`src/rtl/instr_fetch_unit.sv`:
```
// Instruction fetch unit: single-outstanding request fetcher with a one-entry
// output buffer toward the decoder and redirect/flush handling.
module instr_fetch_unit #(
  parameter logic [31:0] RESET_PC = 32'h0000_0000
) (
  input  logic        clk,
  input  logic        rst,
  output logic        imem_req_valid,
  input  logic        imem_req_ready,
  output logic [31:0] imem_addr,
  input  logic        imem_resp_valid,
  input  logic [31:0] imem_rdata,
  input  logic        redirect_valid,
  input  logic [31:0] redirect_pc,
  output logic        out_valid,
  input  logic        out_ready,
  output logic [31:0] out_instruction,
  output logic [31:0] out_pc,
  output logic [31:0] fetch_count
);

  // state | meaning
  // REQ   | no request outstanding, may issue
  // WAIT  | one request outstanding, response will be forwarded
  // DROP  | one request outstanding, response is stale and will be discarded
  localparam logic [1:0] ST_REQ  = 2'd0;
  localparam logic [1:0] ST_WAIT = 2'd1;
  localparam logic [1:0] ST_DROP = 2'd2;

  logic [1:0]  state;
  // Word addresses only; the byte offset is always zero.
  logic [31:2] pc;
  logic [31:2] inflight_pc;
  logic        req_fire;
  logic        resp_take;
  logic        out_fire;
  logic        unused_bits;

  assign unused_bits = ^redirect_pc[1:0];

  // Request only when the output buffer is free (or draining this cycle).
  assign imem_req_valid = (state == ST_REQ) && !redirect_valid &&
                          (!out_valid || out_ready) && !rst;
  assign imem_addr      = {pc, 2'b00};
  assign req_fire       = imem_req_valid && imem_req_ready;
  assign resp_take      = (state == ST_WAIT) && imem_resp_valid && !redirect_valid;
  assign out_fire       = out_valid && out_ready;

  // Request tracking state machine.
  always_ff @(posedge clk or posedge rst) begin
    if (rst) begin
      state       <= ST_REQ;
      inflight_pc <= '0;
    end else begin
      case (state)
        ST_REQ: begin
          if (req_fire) begin
            inflight_pc <= pc;
            state       <= ST_WAIT;
          end
        end
        ST_WAIT: begin
          if (redirect_valid) begin
            state <= imem_resp_valid ? ST_REQ : ST_DROP;
          end else if (imem_resp_valid) begin
            state <= ST_REQ;
          end
        end
        ST_DROP: begin
          if (imem_resp_valid) begin
            state <= ST_REQ;
          end
        end
        default: state <= ST_REQ;
      endcase
    end
  end

  // Program counter and output buffer; a redirect flushes the buffer.
  always_ff @(posedge clk or posedge rst) begin
    if (rst) begin
      pc              <= RESET_PC[31:2];
      out_valid       <= 1'b0;
      out_instruction <= '0;
      out_pc          <= '0;
    end else begin
      if (redirect_valid) begin
        pc        <= redirect_pc[31:2];
        out_valid <= 1'b0;
      end else if (resp_take) begin
        pc              <= inflight_pc + 30'd1;
        out_valid       <= 1'b1;
        out_instruction <= imem_rdata;
        out_pc          <= {inflight_pc, 2'b00};
      end else if (out_fire) begin
        out_valid <= 1'b0;
      end
    end
  end

  // Delivered-instruction counter; a handshake during a flush still counts.
  always_ff @(posedge clk or posedge rst) begin
    if (rst) begin
      fetch_count <= '0;
    end else if (out_fire) begin
      fetch_count <= fetch_count + 32'd1;
    end
  end

endmodule

```
`config.mk`:
```
export PLATFORM = sky130hd
export DESIGN_NAME = instr_fetch_unit
export DESIGN_NICKNAME = d
export VERILOG_FILES = /design/src/rtl/instr_fetch_unit.sv
export SDC_FILE = /design/constraint.sdc
export NUM_CORES = 1
export LEC_CHECK = 0
export CAP_MARGIN = 20
export CORE_ASPECT_RATIO = 0.75
export CORE_MARGIN = 2
export CORE_UTILIZATION = 52
export DETAILED_ROUTE_END_ITERATION = 10
export PLACE_DENSITY = 0.91
export SYNTH_ARGS = -nofsm -noshare
export SYNTH_HDL_FRONTEND = slang
export SYNTH_SLANG_ARGS = --single-unit
export TNS_END_PERCENT = 100
```
`constraint.sdc`:
```
create_clock -name clk -period 15.8 [get_ports clk]
set_clock_uncertainty 0.2 [all_clocks]
set_input_delay 3.16 -clock clk [delete_from_list [all_inputs] [get_ports clk]]
set_output_delay 3.16 -clock clk [all_outputs]
set_load 0.005 [all_outputs]
```
==> results of run 1 <==
-- routing by layer --
| layer | wire length, microns | GRT usage [%] | vias to the layer above |
|---|---|---|---|
| li1 | - | - | 2675 |
| met1 | 7760 | 35.2 | 2757 |
| met2 | 8430 | 40.6 | 217 |
| met3 | 1480 | 7.75 | 22 |
| met4 | 265 | 7.65 | 0 |
| met5 | 0 | 0 | - |
-- critical path, cell delays in order --
cell and delay, ns:
clkdlybuf4s50_1 0.54, nand2b_1 0.16, nand2_1 0.06, nor3_1 0.20, clkdlybuf4s50_1 0.56
-- state kept, by name, indices dropped and copies added (netlist names) --
name,flops
out_valid,1
inflight_pc,30
out_instruction,32
state,2
fetch_count,32
out_pc,30
pc,30
-- cell families after synthesis --
group                      synth area share (%)
other                                    0.0533
xor gates and xnor gates                   6.85
and+or+nand+nor                            23.4
AOI/OAI and AO/OA                          4.95
muxes                                      5.39
DFF                                        55.9
buffers and inverters                      3.10
adders and majority gates                 0.356
-- through the flow --
stage               power, uW  cells  hold slack (ns)  instance area (sq um)
global placement          827   1032            0.257                   9060
CTS                      1260   1064            0.277                   9660
floorplan                 660    700            0.268                   7040
finish                   1250   1064            0.273                   9660
detailed placement        839   1032            0.262                   9060
global route             1310   1064            0.296                   9660
-- layout make-up --
type	instances	share of cell area (%)
Clock buffer	19	4.59
Clock inverter	13	1.59
Inverter	10	0.441
Multi-Input combinational cell	496	30.1
Sequential cell	157	40.7
Tap cell	171	2.22
Timing Repair Buffer	198	20.3
-- placed cells by master, fill, tap and decap left out, drive strengths merged, types with 6 or more instances in the layout --
cell	count
clkbuf	19
nand4	12
mux2	31
nor3	13
xnor2	43
o21ai	17
o221ai	12
xor2	12
clkdlybuf4s50	192
nor2	30
nand2	236
nand3	23
nor4	6
buf	6
a21oi	16
and4	8
dfrtp	157
inv	14
-- power by group through the flow --
| stage | Sequential (uW) | Clock (uW) | Combinational, uW |
|---|---|---|---|
| floorplan | 551 | 0 | 110 |
| global placement | 555 | 0 | 272 |
| detailed placement | 560 | 0 | 279 |
| CTS | 555 | 418 | 282 |
| global route | 569 | 435 | 306 |
| finish | 556 | 413 | 279 |
-- path summary, 6_finish.rpt --
check	slack, ns	cells after the start	end	start
setup / recovery	7.76	5	imem_req_valid	out_ready
hold / removal	0.27	2	out_pc[28]$_DFFE_PP0P_	out_pc[28]$_DFFE_PP0P_
setup reg to reg	13.23	5	pc[29]$_DFFE_PP0P_	state[1]$_DFFE_PP0P_
hold reg to reg	0.27	2	out_pc[28]$_DFFE_PP0P_	out_pc[28]$_DFFE_PP0P_
max in group asynchronous	10.95	3	fetch_count[28]$_DFFE_PP0P_	rst
min in group asynchronous	3.10	2	state[0]$_DFFE_PP0P_	rst
==> flow_summary.toml, run 1 <==
[drt]
vias_per_cell = 5.33
routed_wirelength_microns = 17900
drt_iter0_markers = 326
route.vias.total = 5671
post_drt_wl_per_cell_microns = 16.9
dr.pass1.iters = 5
ant_nets = 0
drc = 0

[sta]
worst_pin_slew_ns = 1.00
setup_viol = 0
min_period_over_period_pct = 50.9
grt_setup_unrepaired = "no"
finalHoldViolCount = 0
timing.fmax_ghz = 0.124
setup_slack_ns = 7.76
tns_ns = 0
slew_headroom_pct = 33.3
slew_viol_final = 0
period_minus_slack_ns = 8.04

[place]
io_buffers = 193
dp_hpwl_microns = 12000
dp_slack_ns = 7.76
gp_congestion = 0.790

[layout]
syn_to_final_growth_pct = 37.4
layout-drive-gt1-share_pct = 9.97
diodes = 0
regArea_sq_um = 3930
multi_input_area_sq_um = 2910
fill_cells = 936
nets = 952
final_util_pct = 73.7

[yosys]
synth_edf_count = 0
yosysSeqAreaShare_pct = 55.9
synth_async_sr_flop_share_pct = 100
netlist_area_sq_um = 7030
synth_ff_type = "dfrtp_1"
synth_cell_type_count = 46
avgSynthCellArea_sq_um = 10.1
yosysMostFrequentCell = "nand2_1"
synth_area_leaders = "dfrtp_1 (56%), nand2_1 (13%), xnor2_1 (5.4%), mux2_2 (5.0%), nor4_4 (1.8%)"
yosysTopAreaCellShare_pct = 55.9
ys_ff_latch = 157
yosys.area.top_type = "dfrtp_1"
synthTopCellsByCount = "nand2_1 (235), dfrtp_1 (157), xnor2_1 (43)"
syn_inst = 697
ys_warn_count = 0

[global_routing]
grt_pass1_wl_microns = 29700
track_usage_pct = 25.9
antenna_found_initial = 0
grt_max_degree = 89
overflow = 0
grt_pass1_vias = 5757

[worst_setup_path]
end_kind = "primary output"
cp.required_ns = 12.44
cp-start-kind = "input port"
crit_fanout = 5
critPathKind = "in2out"
cp.arrival_ns = 4.68

[clocking]
cts_buffers = 17
cts.reportedPaths.clkPinSlew_ns = 0.06
clockRootBuffer = "clkbuf_16"
postCtsSetupBuffers = 0
cts_tree = "built"
cts_buffer_depth = 2
cts_hold_buffers = 0
cts.sink_count = 157
insertion_delay_ns = 0.42
htreeDepth = 4
cts_resized = 0

[power]
ir_drop_mv = 0.102
powerDensity_nw_per_um2 = 129
power_frac_comb_pct = 22.4
p_seq_share_pct = 44.6
p_leak_uw = 0.00438
intPower_uw = 896
pwr-share-clk_pct = 33.1
power_switching_uw = 352
switching_share_pct = 28.2

[worst_hold_path]
hp-class = "reg2reg"

[die]
die_w_microns = 138
die-area_sq_um = 14500
start_util_pct = 53.6
die_y_microns = 105
rows = 36
core_sq_um = 13100
num_io_pins = 200

[status]
status = "finished clean"

[run]
drv_cap = 0
(Power assumes the default switching activity.)
==> run 2, diff against run 1 <==
- CORE_UTILIZATION: 52 -> 48
- PLACE_DENSITY: 0.91 -> 0.85
- clock period: 15.8 -> 8.2 ns (I/O delays scaled with it)
==> run 2 against run 1 <==
Compared with the run above: register-to-register slack got worse by 7.6 ns; final cell count increased by 2.6%; worst hold slack about the same; largest cell class unchanged; highest routed layer unchanged.
==> flow_summary.toml, run 2 (synthesis results as in run 1) <==
[sta]
setup_viol = 0
timing.fmax_ghz = 0.199
finalHoldViolCount = 0
period_minus_slack_ns = 5.02
worst_pin_slew_ns = 0.994
tns_ns = 0
grt_setup_unrepaired = "no"
holdWs_ns = 0.273
min_period_over_period_pct = 61.3
slew_headroom_pct = 33.7
slew_viol_final = 0

[drt]
route.vias.total = 5595
routed_wirelength_microns = 17200
vias_per_cell = 5.12
dr.pass1.iters = 4
ant_nets = 0
drt_iter0_markers = 333
post_drt_wl_per_cell_microns = 15.7
drc = 0

[die]
num_io_pins = 200
core_sq_um = 14400
die_y_microns = 109
die_w_microns = 144
die-area_sq_um = 15600
rows = 38
start_util_pct = 48.8

[clocking]
cts_buffers = 17
cts.reportedPaths.clkPinSlew_ns = 0.06
postCtsSetupBuffers = 0
htreeDepth = 4
cts_hold_buffers = 0
insertion_delay_ns = 0.41
cts.sink_count = 157
cts_tree = "built"
cts_resized = 0
cts_buffer_depth = 2
clockRootBuffer = "clkbuf_16"

[power]
ir_drop_mv = 0.149
powerDensity_nw_per_um2 = 249
p_leak_uw = 0.00438

[layout]
layout_commonest_cell = "nand2_1"
nets = 952
final_cells = 1092
layout-drive-gt1-share_pct = 9.87
layout_common_cells = "nand2_1 (235), clkdlybuf4s50_1 (192), dfrtp_1 (157)"
diodes = 0
fin_area_sq_um = 9700
top_regs = "fetch_count (32), out_instruction (32)"
final_util_pct = 67.3
syn_to_final_growth_pct = 38.0

[worst_setup_path]
crit_fanout = 5
critPathKind = "in2out"
end_kind = "primary output"
cp.arrival_ns = 3.18
cp-start-kind = "input port"
cp.required_ns = 6.36

[global_routing]
antenna_found_initial = 0
overflow = 0
grt_max_degree = 89
track_usage_pct = 22.5
grt_pass1_vias = 5390
grt_pass1_wl_microns = 27300

[place]
io_buffers = 193
dpl_cell_area_sq_um = 9100
dp_hpwl_microns = 11400
gp_congestion = 0.798
placedCellCount = 1061

[worst_hold_path]
hp-class = "reg2reg"

[run]
drv_cap = 0

[status]
status = "finished clean"
run 2: cell count changes in the layout (fill, tap and decap cells not counted):
cell        delta
bufinv_16      +1
clkinv_4       -4
clkinvlp_4     +3
inv_6          -1
run 2: per-stage QoR:
| stage | setup slack, ns | total power (uW) |
|---|---|---|
| 6_report | 3.18 | 2410 |
| 5_1_grt | 3.08 | 2530 |
| 4_1_cts | 3.19 | 2430 |
| 3_5_place_dp | 3.20 | 1610 |
| 3_3_place_gp | 3.20 | 1600 |
| 2_1_floorplan | 2.13 | 1270 |
run 2: report_power, final:
group | switching [uW] | internal (uW)
sequential | 137 | 932
combinational | 202 | 332
clock | 323 | 489
run 2: layout make-up:
type,count,area (sq um)
repair buffers,198,1960
inverters,10,42.5
well taps,200,250
multi-input cells,496,2910
flip-flops and latches,157,3930
fillers,1140,4700
clock inverters,12,163
clock buffers,19,443
run 2: path summary, 6_finish.rpt:
kind | endpoint | depth (start not counted) | start | slack [ns]
min in group asynchronous | out_instruction[12]$_DFFE_PP0P_ | 2 | rst | 1.57
worst max-delay path | imem_req_valid | 5 | out_ready | 3.18
max in group asynchronous | out_pc[15]$_DFFE_PP0P_ | 3 | rst | 4.88
worst min register to register | out_instruction[20]$_DFFE_PP0P_ | 2 | out_instruction[20]$_DFFE_PP0P_ | 0.27
worst min-delay path | out_instruction[20]$_DFFE_PP0P_ | 2 | out_instruction[20]$_DFFE_PP0P_ | 0.27
worst max register to register | pc[27]$_DFFE_PP0P_ | 5 | state[1]$_DFFE_PP0P_ | 5.59
run 2: routing by layer:
| layer | GRT usage (%) | up-vias | share of wire (%) |
|---|---|---|---|
| met3 | 7.07 | 13 | 8.1 |
| met5 | 0 | - | 0 |
| met1 | 30.1 | 2720 | 45 |
| met4 | 5.67 | 0 | 0.77 |
| li1 | - | 2678 | - |
| met2 | 35.9 | 184 | 46 |
run 2: worst max-delay path, cell delays in order:
cell and delay [ns]:
clkdlybuf4s50_1 0.55, nand2b_1 0.16, nand2_1 0.06, nor3_1 0.21
clkdlybuf4s50_1 0.57
==> run 3, diff against run 2 <==
- CORE_UTILIZATION: 48 -> 43
- PLACE_DENSITY: 0.85 -> 0.81
- clock period: 8.2 -> 4.25 ns (I/O delays scaled with it)
==> run 3 against run 2 <==
Compared with the run above: power increased by 96%; global-route usage decreased by 1.2 points; final cell count increased by 1.6%; register-to-register slack got worse by 3.5 ns; sequential share of layout area decreased by 0.47 points; non-clock buffer count increased by 5; clock power increased by 100%; flip-flop and latch count unchanged; sequential power increased by 93%; design area increased by 1.2%; critical path type unchanged.
==> flow_summary.toml, run 3 (synthesis results as in run 1) <==
[status]
status = "finished clean"

[sta]
finalHoldViolCount = 0
grt_setup_unrepaired = "no"
holdWs_ns = 0.271
min_period_over_period_pct = 82.7
timing.fmax_ghz = 0.285
period_minus_slack_ns = 3.51
worst_pin_slew_ns = 0.811
slew_headroom_pct = 45.8
tns_ns = 0
slew_viol_final = 0
setup_viol = 0

[global_routing]
grt_max_degree = 66
antenna_found_initial = 1
track_usage_pct = 21.3
overflow = 0
grt_pass1_wl_microns = 28800
grt_pass1_vias = 5582

[clocking]
cts_tree = "built"
clockRootBuffer = "clkbuf_16"
cts_hold_buffers = 0
cts_buffer_depth = 2
htreeDepth = 4
cts.reportedPaths.clkPinSlew_ns = 0.06
insertion_delay_ns = 0.42
cts.sink_count = 157
cts_resized = 0
postCtsSetupBuffers = 0
cts_buffers = 17

[place]
dp_hpwl_microns = 12200
gp_congestion = 0.804
io_buffers = 193
placedCellCount = 1076
dpl_cell_area_sq_um = 9180

[worst_setup_path]
cp_slowest_cell = "clkdlybuf4s50_1"
cp-start-kind = "input port"
cp.arrival_ns = 2.46
cp.required_ns = 3.20
crit_fanout = 5
cp_slowest_stage_delay_ns = 0.57
crit_chain = "clkdlybuf4s50_1 > nand2b_1 > nand2_1 > nor3_1 > clkdlybuf4s50_1"
critPathKind = "in2out"
end_kind = "primary output"
cpMostUsedCell = "clkdlybuf4s50_1"

[die]
die-area_sq_um = 17400
start_util_pct = 43.9
num_io_pins = 200
core_sq_um = 16000
die_w_microns = 152
die_y_microns = 115
rows = 40

[layout]
final_cells = 1109
layout-drive-gt1-share_pct = 9.91
syn_to_final_growth_pct = 39.6
multi_input_area_sq_um = 2910
fin_area_sq_um = 9820
nets = 957
top_regs = "fetch_count (32), out_instruction (32)"
layout_common_cells = "nand2_1 (235), clkdlybuf4s50_1 (192), dfrtp_1 (157)"
layout_commonest_cell = "nand2_1"
regArea_sq_um = 3930
fill_cells = 1287

[drt]
route.vias.total = 5572
routed_wirelength_microns = 17900
post_drt_wl_per_cell_microns = 16.2
vias_per_cell = 5.02
drt_iter0_markers = 208
dr.pass1.iters = 5
drc = 0
ant_nets = 0

[power]
pwr-share-clk_pct = 34.5
power_switching_uw = 1240
ir_drop_mv = 0.242
switching_share_pct = 26.1
p_leak_uw = 0.00443
p_seq_share_pct = 43.6
powerDensity_nw_per_um2 = 482
power_frac_comb_pct = 21.9
intPower_uw = 3490

[worst_hold_path]
hp-class = "reg2reg"

[run]
drv_cap = 0
==> run 3: cell types whose count changed in the layout (fill, tap and decap cells not counted), sizes merged <==
cell / delta
clkinvlp: -3
buf: +5
clkbuf: +8
bufinv: +1
diode: +1
inv: -4
clkinv: -1
==> run 3: critical path, delay by kind of cell <==
family | cells | cell delay (ns)
AND/OR/NAND/NOR | 3 | 0.47
buffers and inverters | 2 | 1.13
==> run 3: final timing paths <==
kind                                                  from                         endpoint  slack (ns)  cells past startpoint
max                                              out_ready                   imem_req_valid        0.74                      5
min in group asynchronous                              rst  out_instruction[11]$_DFFE_PP0P_        0.75                      2
max reg2reg                     inflight_pc[2]$_DFFE_PP0P_               pc[20]$_DFFE_PP0P_        2.05                      6
max in group asynchronous                              rst               pc[26]$_DFFE_PP0P_        2.31                      3
min reg2reg                out_instruction[23]$_DFFE_PP0P_  out_instruction[23]$_DFFE_PP0P_        0.27                      2
min                        out_instruction[23]$_DFFE_PP0P_  out_instruction[23]$_DFFE_PP0P_        0.27                      2
==> run 3: through the flow <==
step	utilization [%]	total power [uW]	setup slack, ns
floorplan	-	2460	1.21
global placement	57.3	3090	0.771
detailed placement	57.3	3120	0.743
CTS	61.3	4770	0.733
global route	61.3	4980	0.682
finish	61.3	4730	0.737
==> run 3: area by class of cell <==
type,count,share of cell area (%)
Sequential cell,157,40.0
Multi-Input combinational cell,496,29.6
Timing Repair Buffer,203,20.8
Clock buffer,27,5.12
Tap cell,210,2.68
Clock inverter,5,1.30
Inverter,10,0.421
Antenna cell,1,0.0255
==> run 3: power groups by stage <==
stage | clock network (uW) | registers [uW] | logic (uW)
floorplan | 0 | 2050 | 408
global placement | 0 | 2070 | 1020
detailed placement | 0 | 2080 | 1040
CTS | 1660 | 2060 | 1050
global route | 1730 | 2110 | 1140
finish | 1630 | 2060 | 1040
==> run 3: layer usage <==
layer  wire (microns)  global-route usage (%)  share of wire, %
met5                0                       0                 0
met1             7990                    28.6                45
met2             8120                    32.6                45
met3             1680                    8.17               9.4
met4              149                    5.68              0.83
